[config.mk]
export PLATFORM = sky130hd
export DESIGN_NAME = servisia_gpio_flat
export DESIGN_NICKNAME = d
export VERILOG_FILES = /design/src/rtl/servisia_gpio_if.sv /design/src/rtl/servisia_gpio.sv /design/src/flat_wrapper.sv
export SDC_FILE = /design/constraint.sdc
export NUM_CORES = 1
export LEC_CHECK = 0
export CAP_MARGIN = 20
export CORE_ASPECT_RATIO = 1.1
export CORE_MARGIN = 2
export CORE_UTILIZATION = 52
export CTS_BUF_LIST = sky130_fd_sc_hd__clkbuf_4 sky130_fd_sc_hd__clkbuf_8
export DETAILED_ROUTE_END_ITERATION = 16
export GPL_ROUTABILITY_DRIVEN = 0
export PLACE_DENSITY = 0.95
export SETUP_SLACK_MARGIN = 0.15
export SYNTH_ARGS = -nofsm -noshare
export SYNTH_HDL_FRONTEND = slang
export SYNTH_SLANG_ARGS = --single-unit
[constraint.sdc]
create_clock -name wb_clk_i -period 3.1 [get_ports wb_clk_i]
set_input_delay 0.62 -clock wb_clk_i [delete_from_list [all_inputs] [get_ports wb_clk_i]]
set_output_delay 0.62 -clock wb_clk_i [all_outputs]
set_load 0.01 [all_outputs]
[src/rtl/servisia_gpio_if.sv]
// Wishbone classic slave bus for servisia_gpio; carries the request and response signals.
//
// Handshake: the master raises wb_stb_i and holds it, together with wb_adr_i,
// wb_we_i and wb_dat_i, until it sees wb_ack_o = 1. The slave registers wb_ack_o:
// ack rises on the edge after a cycle with stb = 1 and ack = 0, and stays high for
// exactly one cycle. A stb that is still high in the ack cycle does not start a new
// transfer until the following cycle. wb_rdt_o is meaningful only while wb_ack_o = 1.
interface servisia_gpio_if #(
  parameter int WIDTH = 8
);
  logic [2:0]       wb_adr_i;
  logic [WIDTH-1:0] wb_dat_i;
  logic             wb_we_i;
  logic             wb_stb_i;
  logic [WIDTH-1:0] wb_rdt_o;
  logic             wb_ack_o;

  modport master (
    output wb_adr_i, wb_dat_i, wb_we_i, wb_stb_i,
    input  wb_rdt_o, wb_ack_o
  );

  modport slave (
    input  wb_adr_i, wb_dat_i, wb_we_i, wb_stb_i,
    output wb_rdt_o, wb_ack_o
  );
endinterface

[src/rtl/servisia_gpio.sv]
// servisia_gpio: Wishbone GPIO with per-pin direction, synchronised inputs,
// atomic SET/CLR writes and optional edge interrupts.
// Optional feature macro: SERVISIA_GPIO_IRQ_EN (edge detect, IRQ_EN/EDGE/STATUS, irq_o).
// Without it registers 5-7 read 0, ignore writes, and irq_o is tied low.
module servisia_gpio #(
  parameter int               WIDTH       = 8,
  parameter int               SYNC_STAGES = 2,
  parameter logic [WIDTH-1:0] RESET_OUT   = '0,
  parameter logic [WIDTH-1:0] RESET_DIR   = '0
) (
  input  logic                 wb_clk_i,
  input  logic                 wb_rst_i,
  servisia_gpio_if.slave       wb,
  input  logic [WIDTH-1:0]     gpio_i,
  output logic [WIDTH-1:0]     gpio_o,
  output logic [WIDTH-1:0]     gpio_oe_o,
  output logic                 irq_o
);
  localparam logic [2:0] ADR_DATA_OUT = 3'd0;
  localparam logic [2:0] ADR_DIR      = 3'd1;
  localparam logic [2:0] ADR_DATA_IN  = 3'd2;
  localparam logic [2:0] ADR_SET      = 3'd3;
  localparam logic [2:0] ADR_CLR      = 3'd4;
  localparam logic [2:0] ADR_IRQ_EN   = 3'd5;
  localparam logic [2:0] ADR_IRQ_EDGE = 3'd6;
  localparam logic [2:0] ADR_IRQ_STAT = 3'd7;

  // A transfer is accepted in any cycle with stb high and no ack outstanding.
  logic access;
  logic wr_en;
  logic rd_en;
  assign access = wb.wb_stb_i & ~wb.wb_ack_o;
  assign wr_en  = access & wb.wb_we_i;
  assign rd_en  = access & ~wb.wb_we_i;

  logic             ack_q;
  logic [WIDTH-1:0] rdt_q;
  logic [WIDTH-1:0] data_out;
  logic [WIDTH-1:0] dir;
  logic [WIDTH-1:0] sync_q [SYNC_STAGES];
  logic [WIDTH-1:0] data_in;
  logic [WIDTH-1:0] rd_val;
  logic [WIDTH-1:0] irq_en_rd;
  logic [WIDTH-1:0] irq_edge_rd;
  logic [WIDTH-1:0] irq_stat_rd;

  assign data_in       = sync_q[SYNC_STAGES-1];
  assign gpio_o        = data_out;
  assign gpio_oe_o     = dir;
  assign wb.wb_ack_o   = ack_q;
  assign wb.wb_rdt_o   = rdt_q;

  // Register read multiplexer; write-only and unused slots read as zero.
  always_comb begin
    rd_val = '0;
    case (wb.wb_adr_i)
      ADR_DATA_OUT: rd_val = data_out;
      ADR_DIR:      rd_val = dir;
      ADR_DATA_IN:  rd_val = data_in;
      ADR_SET:      rd_val = '0;
      ADR_CLR:      rd_val = '0;
      ADR_IRQ_EN:   rd_val = irq_en_rd;
      ADR_IRQ_EDGE: rd_val = irq_edge_rd;
      ADR_IRQ_STAT: rd_val = irq_stat_rd;
      default:      rd_val = '0;
    endcase
  end

  // Registered acknowledge and read data; read data is zero outside read acks.
  always_ff @(posedge wb_clk_i) begin
    if (wb_rst_i) begin
      ack_q <= 1'b0;
      rdt_q <= '0;
    end else begin
      ack_q <= access;
      rdt_q <= rd_en ? rd_val : '0;
    end
  end

  // Output data and direction; SET/CLR give atomic bit updates.
  always_ff @(posedge wb_clk_i) begin
    if (wb_rst_i) begin
      data_out <= RESET_OUT;
      dir      <= RESET_DIR;
    end else if (wr_en) begin
      case (wb.wb_adr_i)
        ADR_DATA_OUT: data_out <= wb.wb_dat_i;
        ADR_DIR:      dir      <= wb.wb_dat_i;
        ADR_SET:      data_out <= data_out | wb.wb_dat_i;
        ADR_CLR:      data_out <= data_out & ~wb.wb_dat_i;
        default:      ;
      endcase
    end
  end

  // Pad input synchroniser chain, sampled regardless of pin direction.
  always_ff @(posedge wb_clk_i) begin
    if (wb_rst_i) begin
      for (int i = 0; i < SYNC_STAGES; i++) sync_q[i] <= '0;
    end else begin
      sync_q[0] <= gpio_i;
      for (int i = 1; i < SYNC_STAGES; i++) sync_q[i] <= sync_q[i-1];
    end
  end

`ifdef SERVISIA_GPIO_IRQ_EN
  // The arm counter keeps the reset-cleared prev sample from looking like an edge
  // while the synchroniser fills with pins that were already high.
  localparam int              ARM_W    = $clog2(SYNC_STAGES + 2);
  localparam logic [ARM_W-1:0] ARM_DONE = ARM_W'(SYNC_STAGES + 1);

  logic [WIDTH-1:0] irq_en;
  logic [WIDTH-1:0] irq_edge;
  logic [WIDTH-1:0] irq_status;
  logic [WIDTH-1:0] prev_q;
  logic [WIDTH-1:0] event_v;
  logic [WIDTH-1:0] w1c;
  logic [ARM_W-1:0] arm_cnt;
  logic             armed;
  logic             irq_q;

  assign armed       = (arm_cnt == ARM_DONE);
  assign irq_en_rd   = irq_en;
  assign irq_edge_rd = irq_edge;
  assign irq_stat_rd = irq_status;
  assign irq_o       = irq_q;

  // Per-pin events for the selected polarity, and the write-one-to-clear mask.
  always_comb begin
    event_v = '0;
    w1c     = '0;
    if (armed)
      event_v = (data_in & ~prev_q & irq_edge) | (~data_in & prev_q & ~irq_edge);
    if (wr_en && (wb.wb_adr_i == ADR_IRQ_STAT))
      w1c = wb.wb_dat_i;
  end

  // Interrupt configuration, sticky status (set beats clear) and registered irq.
  always_ff @(posedge wb_clk_i) begin
    if (wb_rst_i) begin
      irq_en     <= '0;
      irq_edge   <= '0;
      irq_status <= '0;
      prev_q     <= '0;
      arm_cnt    <= '0;
      irq_q      <= 1'b0;
    end else begin
      prev_q <= data_in;
      if (!armed) arm_cnt <= arm_cnt + ARM_W'(1);
      if (wr_en && (wb.wb_adr_i == ADR_IRQ_EN))   irq_en   <= wb.wb_dat_i;
      if (wr_en && (wb.wb_adr_i == ADR_IRQ_EDGE)) irq_edge <= wb.wb_dat_i;
      irq_status <= (irq_status & ~w1c) | event_v;
      irq_q      <= |(irq_status & irq_en);
    end
  end
`else
  assign irq_en_rd   = '0;
  assign irq_edge_rd = '0;
  assign irq_stat_rd = '0;
  assign irq_o       = 1'b0;
`endif
endmodule
[src/flat_wrapper.sv]
// flat-port wrapper written by rule: the top's interface ports become plain ports
module servisia_gpio_flat 
#(
  parameter int               WIDTH       = 8,
  parameter int               SYNC_STAGES = 2,
  parameter logic [WIDTH-1:0] RESET_OUT   = '0,
  parameter logic [WIDTH-1:0] RESET_DIR   = '0
)
  (wb_clk_i, wb_rst_i, gpio_i, gpio_o, gpio_oe_o, irq_o, wb_wb_adr_i, wb_wb_dat_i, wb_wb_we_i, wb_wb_stb_i, wb_wb_rdt_o, wb_wb_ack_o);
  servisia_gpio_if #(.WIDTH(WIDTH)) wb_i ();
  input  logic wb_clk_i;
  input  logic wb_rst_i;
  input  logic [WIDTH-1:0] gpio_i;
  output logic [WIDTH-1:0] gpio_o;
  output logic [WIDTH-1:0] gpio_oe_o;
  output logic irq_o;
  input wire logic [$bits(wb_i.wb_adr_i)-1:0] wb_wb_adr_i;
  input wire logic [$bits(wb_i.wb_dat_i)-1:0] wb_wb_dat_i;
  input wire logic [$bits(wb_i.wb_we_i)-1:0] wb_wb_we_i;
  input wire logic [$bits(wb_i.wb_stb_i)-1:0] wb_wb_stb_i;
  output wire logic [$bits(wb_i.wb_rdt_o)-1:0] wb_wb_rdt_o;
  output wire logic [$bits(wb_i.wb_ack_o)-1:0] wb_wb_ack_o;
  assign wb_i.wb_adr_i = wb_wb_adr_i;
  assign wb_i.wb_dat_i = wb_wb_dat_i;
  assign wb_i.wb_we_i = wb_wb_we_i;
  assign wb_i.wb_stb_i = wb_wb_stb_i;
  assign wb_wb_rdt_o = wb_i.wb_rdt_o;
  assign wb_wb_ack_o = wb_i.wb_ack_o;
  servisia_gpio #(.WIDTH(WIDTH), .SYNC_STAGES(SYNC_STAGES), .RESET_OUT(RESET_OUT), .RESET_DIR(RESET_DIR)) u_core (.wb_clk_i(wb_clk_i), .wb_rst_i(wb_rst_i), .wb(wb_i), .gpio_i(gpio_i), .gpio_o(gpio_o), .gpio_oe_o(gpio_oe_o), .irq_o(irq_o));
endmodule
==> results of run 1 <==
==> per-layer routing <==
metal,up-vias,track usage
met5,-,0
met4,0,0.0640
met3,7,0.0472
met2,60,0.348
met1,679,0.244
li1,705,-
==> metrics by stage <==
step | util | total power [uW] | cell area, um^2 | setup WS (ns)
detailed placement | 0.702 | 687 | 2140 | 0.574
CTS | 0.732 | 1040 | 2230 | 0.924
global route | 0.732 | 1070 | 2230 | 0.819
global placement | 0.702 | 684 | 2140 | 0.643
floorplan | - | 628 | 1660 | 1.50
finish | 0.732 | 1040 | 2230 | 0.920
==> cell usage in the layout, fill, tap and decap left out <==
cell / n
and3b_1: 1
bufinv_16: 1
a2111oi_1: 3
a21oi_2: 1
xor2_1: 1
nand2_1: 8
a21oi_1: 16
clkbuf_8: 1
nor3_1: 9
nand4bb_1: 1
or4_1: 1
o21ai_1: 8
clkdlybuf4s50_1: 47
a221o_1: 8
buf_4: 5
nand3b_4: 1
nor2b_1: 22
nor2_1: 1
a211o_1: 8
dfxtp_1: 41
o21ba_2: 1
clkinvlp_4: 1
nand3_1: 8
nand2b_1: 2
or3b_4: 1
conb_1: 1
nor4b_1: 5
o2bb2ai_2: 1
inv_1: 11
nor4bb_1: 1
clkbuf_4: 5
==> worst max-delay path by stage <==
stage | from | endpoint | cells past startpoint
3_5_place_dp | wb_wb_adr_i[0] | u_core.gpio_o[6] | 4
3_3_place_gp | wb_wb_adr_i[0] | u_core.gpio_o[6] | 4
4_1_cts | wb_wb_adr_i[0] | u_core.gpio_o[6] | 4
6_report | wb_wb_adr_i[0] | u_core.gpio_o[6] | 4
2_1_floorplan | wb_wb_adr_i[0] | u_core.gpio_o[3] | 3
5_1_grt | wb_wb_adr_i[0] | u_core.gpio_o[6] | 4
==> power by group <==
part           internal, uW  switching, uW
registers               543           8.43
logic                  65.5           58.8
clock network           192            169
total                   800            236
==> area by class of cell <==
type,instances,area (um^2)
multi-input combinational,109,728
timing repair buffer,52,508
clock inverter,2,37.5
sequential,41,821
inverter,11,41.3
tap,34,42.5
fill,219,818
clock buffer,6,51.3
==> state kept, by name, summed over array words and instances, names as in the netlist <==
name,flops
u_core.wb.wb_ack_o,1
u_core.wb.wb_rdt_o,8
u_core.sync_q,16
u_core.gpio_o,8
u_core.gpio_oe_o,8
==> cell families (layout without fill, tap and decap cells) <==
family / count (synthesis) / count (layout) / share of synthesized area
other: 1 / 1 / 0.00226
XOR/XNOR: 1 / 1 / 0.00528
AND/OR/NAND/NOR: 61 / 61 / 0.230
flip-flops: 41 / 41 / 0.495
AO/OA/AOI/OAI: 46 / 46 / 0.202
buffers and inverters: 25 / 71 / 0.0657
==> metrics.cfg, run 1 <==
[route]
drc = 0
dr.max_layer_used = met4
wl_mm = 3.61
routedLengthMet1_mm = 1.52
first_pass_iters = 4
ant_nets = 0
drt-wirelength-per-cell_um = 14.1
wl_met3_um = 232
vias_per_cell = 5.69
wl_met2_mm = 1.80
vias = 1451
drtIter0Drc = 86

[cells_and_area]
syn_to_final_growth_pct = 34.5
finalNonFillerCells = 255
nets = 243
layout-drive-gt1-share = 0.0814
n_antenna_cell = 0

[clock_tree]
cts_setup_buffers = 0
cts_resized = 0
postCtsHoldBufs = 0
cts_tree = done
cts.sinks = 41
ctsHtreeMaxLevel = 2
clk_pin_slew_ns = 0.11
insertion_delay_ns = 0.34
ctsRootBufferMaster = clkbuf_4
cts_buffers = 5
cts_buffer_depth = 2

[global_route]
grt_pass1_wl_mm = 5.83
grt_pass1_vias = 1328
grt_overflow = 0
antenna_found_initial = 0
grt_usage = 0.202
grt_max_degree = 26

[synthesis]
yosysTopAreaCellShare = 0.495
yosysMostFrequentCell = dfxtp_1
ys_top_cells_by_area = dfxtp_1 50%, nor2b_1 8.3%, a21oi_1 4.8%
ys_warn_count = 0
synth_edf_count = 0
synth_cells = 175
syn_area_mm2 = 0.00166
synthTopCellsByCount = 41 x dfxtp_1, 22 x nor2b_1, 16 x a21oi_1
postSynth.asyncResetShare = 0
yosysSeqAreaShare = 0.495
synth-seq-cells = 41
synth-main-ff-cell = dfxtp_1
yosysTopAreaCell = dfxtp_1
synth_nets = 198
synthDistinctLibCells = 29
syn_avg_cell_area_um2 = 9.47

[worst_setup_path]
slowest_delay_ns = 0.68
start_kind = primary input
timing.rr.start = u_core.wb.wb_ack_o
critPathMaxFanout = 14
cp.required_ns = 3.39
worstSetupPathType = primary input to register
r2r_cells = 3
reg2reg_slack_ns = 1.71
cp_cell_sequence = clkdlybuf4s50_1 -> or3b_4 -> a2111oi_1 -> a221o_1
slowest_stage = clkdlybuf4s50_1
cp_num_buf_inv = 1
worst_setup_path_end_kind = register
crit_family = buffers and inverters
r2r_end = u_core.wb.wb_rdt_o[4]
crit_arrival_ns = 2.47

[timing]
finClkSkew_ns = 0.00470
final.setup.tns_ns = 0
period_needed_ns = 2.18
hold_viol_final = 0
relSlewSlack = 0.635
fin_hold_ws_ns = 0.454
max_freq_mhz = 459
setup_viol = 0
min_period_over_period = 0.703
worst-slew-pin-transition_ns = 0.546
maxSlewViolCount = 0
rsz0062_at_grt = false

[power_and_ir_drop]
powerDensity_mw_per_mm2 = 465
cellLeakagePower_uw = 0.000786
ir_drop_uv = 490

[floorplan]
die_h_um = 63.2
die_area_mm2 = 0.00366
start_util = 0.544
die_w_um = 57.8
rows = 21
io_pins = 49
core-area_mm2 = 0.00305

[hold_path]
hold_depth = 1
worstHoldPathType = register to register
holdPathEnd = u_core.sync_q[0][14]
hp-start = u_core.sync_q[0][6]

[job]
drv_cap = 0

[run_status]
outcome = completed

[place]
dp_hpwl_mm = 2.62
port_buffers = 47
dp_cells = 247

Power figures use the tool's default switching activity.
==> run 2: changes to the inputs <==
--- a/config.mk
+++ b/config.mk
@@ -8,11 +8,11 @@
 export CAP_MARGIN = 20
 export CORE_ASPECT_RATIO = 1.1
 export CORE_MARGIN = 2
-export CORE_UTILIZATION = 52
+export CORE_UTILIZATION = 48
 export CTS_BUF_LIST = sky130_fd_sc_hd__clkbuf_4 sky130_fd_sc_hd__clkbuf_8
 export DETAILED_ROUTE_END_ITERATION = 16
 export GPL_ROUTABILITY_DRIVEN = 0
-export PLACE_DENSITY = 0.95
+export PLACE_DENSITY = 0.92
 export SETUP_SLACK_MARGIN = 0.15
 export SYNTH_ARGS = -nofsm -noshare
 export SYNTH_HDL_FRONTEND = slang
==> constraint.sdc (replaced) <==
create_clock -name wb_clk_i -period 2.1 [get_ports wb_clk_i]
set_input_delay 0.42 -clock wb_clk_i [delete_from_list [all_inputs] [get_ports wb_clk_i]]
set_output_delay 0.42 -clock wb_clk_i [all_outputs]
set_load 0.01 [all_outputs]
==> run 2 against run 1 <==
Global-route usage is 0.57 points higher. Clock skew is 0.0013 ns lower. Flip-flop and latch count stayed put. Count of clock-buffer cells in the layout increased by 1. Wire length increased by 6.5%. Sequential power rose by 48%. Setup slack got worse by 0.60 ns. Die area grew 7.8%. Via count up 2.7%. Critical path depth down 3. Register-to-register slack lost 1.0 ns.
==> metrics.cfg, run 2 (synthesis results as in run 1) <==
[power_and_ir_drop]
power_frac_clock = 0.307  ; -0.041
p_sw_uw = 360  ; +53%
power_frac_seq = 0.556  ; +0.024
comb_power_share = 0.137  ; +0.017
powerDensity_mw_per_mm2 = 637  ; +37%
swShare = 0.245  ; +0.0179
ir_drop_uv = 478  ; -2.5%
cellLeakagePower_uw = 0.000826  ; +5.0%
p_int_uw = 1110  ; +38%

[worst_setup_path]
slowest_stage = clkdlybuf4s50_1
start_kind = register
startpoint = u_core.gpio_o[3]
cp.required_ns = 1.68  ; -1.71 ns
r2r_end = u_core.wb.wb_rdt_o[2]
worstSetupPathType = register to output pin
cp_num_buf_inv = 1  ; unchanged
slowest_delay_ns = 0.57  ; -0.11 ns
timing.rr.start = u_core.wb.wb_ack_o
critPathMaxFanout = 4  ; -10
crit_arrival_ns = 1.36  ; -1.11 ns
crit_family = buffers and inverters
cp_cell_sequence = clkdlybuf4s50_1
worst_setup_path_end_kind = output pin
r2r_cells = 3  ; unchanged
reg2reg_slack_ns = 0.71  ; -1.00 ns

[clock_tree]
cts.sinks = 41  ; unchanged
cts_setup_buffers = 0  ; unchanged
cts_buffers = 5  ; unchanged
cts_tree = done
insertion_delay_ns = 0.36  ; +0.02 ns
cts_buffer_depth = 2  ; unchanged
postCtsHoldBufs = 0  ; unchanged
ctsHtreeMaxLevel = 2  ; unchanged
ctsRootBufferMaster = clkbuf_4
cts_resized = 0  ; unchanged
clk_pin_slew_ns = 0.12  ; about the same

[cells_and_area]
most-common-layout-cells = 47 x clkdlybuf4s50_1, 41 x dfxtp_1, 22 x nor2b_1
nets = 251  ; +3.3%
fillers = 248  ; +13%
regMostFlops = u_core.sync_q
layout-drive-gt1-share = 0.114  ; +0.0321
n_antenna_cell = 0  ; unchanged
syn_to_final_growth_pct = 38.8
largest_reg_flops = 16  ; unchanged
final_common_cell = clkdlybuf4s50_1
finalNonFillerCells = 277  ; +8.6%

[global_route]
antenna_found_initial = 0  ; unchanged
grt_overflow = 0  ; unchanged
grt_pass1_vias = 1406  ; +5.9%
grt_pass1_wl_mm = 6.11  ; +4.9%
use_met3 = 0.0591  ; +0.0118
grt.busiest_layer = met2
grt_max_degree = 21  ; -19%
grt_usage = 0.208  ; +0.00574
met2_usage = 0.341  ; -0.00698
grt_use_met1 = 0.241  ; -0.00285

[route]
wl_mm = 3.84  ; +6.5%
vias_per_cell = 5.38  ; -5.5%
drt-wirelength-per-cell_um = 13.9  ; -1.9%
drtIter0Drc = 54  ; -37%
first_pass_iters = 6  ; +2
drc = 0  ; unchanged
vias = 1490  ; +2.7%
ant_nets = 0  ; unchanged

[floorplan]
start_util = 0.498  ; -0.0462
rows = 22  ; +4.8%
die_area_mm2 = 0.00394  ; +7.8%
die_h_um = 65.6  ; +3.8%
core-area_mm2 = 0.00333  ; +9.3%
die_w_um = 60.0  ; +3.8%
io_pins = 49  ; unchanged

[run_status]
outcome = completed

[timing]
rsz0062_at_grt = false
finClkSkew_ns = 0.00340  ; -0.00130 ns
period_needed_ns = 1.78
setup_viol = 0  ; unchanged
final.setup.tns_ns = 0  ; unchanged
max_freq_mhz = 562
hold_viol_final = 0  ; unchanged
min_period_over_period = 0.847
maxSlewViolCount = 0  ; unchanged

[hold_path]
holdPathEnd = u_core.sync_q[0][9]
hold_depth = 1  ; unchanged
hp-start = u_core.sync_q[0][1]
worstHoldPathType = register to register

[place]
dp_hpwl_mm = 2.73  ; +4.3%
dp_cells = 269  ; +8.9%
port_buffers = 47  ; unchanged

[job]
drv_cap = 0  ; unchanged

run 2: cell types whose count changed in the layout (fill, tap and decap cells not counted), sizes merged:
cell / change
buf: +8
bufinv: -1
clkbuf: +1
clkinv: +1
clkinvlp: -1
run 2: cell type report:
type,count,area (um^2),share of cell area
clock buffer,7,65.1,0.0283
clock inverter,1,5.00,0.00218
inverter,11,41.3,0.0179
multi-input combinational,109,728,0.316
sequential,41,821,0.357
tap,48,60.1,0.0261
timing repair buffer,60,581,0.252
run 2: worst max path at each step:
stage,cells past startpoint,to
2_1_floorplan,3,u_core.gpio_o[3]
3_3_place_gp,4,u_core.gpio_o[3]
3_5_place_dp,4,u_core.gpio_o[4]
4_1_cts,1,gpio_o[3]
5_1_grt,1,gpio_o[5]
6_report,1,gpio_o[3]
run 2: power groups by stage:
| stage | sequential [uW] | clock, uW | combinational [uW] |
|---|---|---|---|
| 4_1_cts | 815 | 454 | 199 |
| 5_1_grt | 818 | 484 | 215 |
| 2_1_floorplan | 834 | 0 | 93.0 |
| 6_report | 815 | 450 | 200 |
| 3_3_place_gp | 831 | 0 | 195 |
| 3_5_place_dp | 832 | 0 | 199 |
run 2: metrics by stage:
stage           util  power, uW  hold slack [ns]  setup slack, ns  cell area (um^2)
2_1_floorplan      -        927            0.414            0.703              1660
3_3_place_gp   0.670       1030            0.419           0.0782              2230
3_5_place_dp   0.670       1030            0.425           0.0428              2230
4_1_cts        0.691       1470            0.453            0.333              2300
5_1_grt        0.691       1520            0.470            0.288              2300
6_report       0.691       1470            0.450            0.321              2300
run 2: metal layers:
layer / share of wire / wire (um) / vias up
met3: 0.067 / 259 / 12
met4: 0.020 / 77 / 0
li1: - / - / 724
met2: 0.48 / 1860 / 63
met5: 0 / 0 / -
met1: 0.43 / 1640 / 691
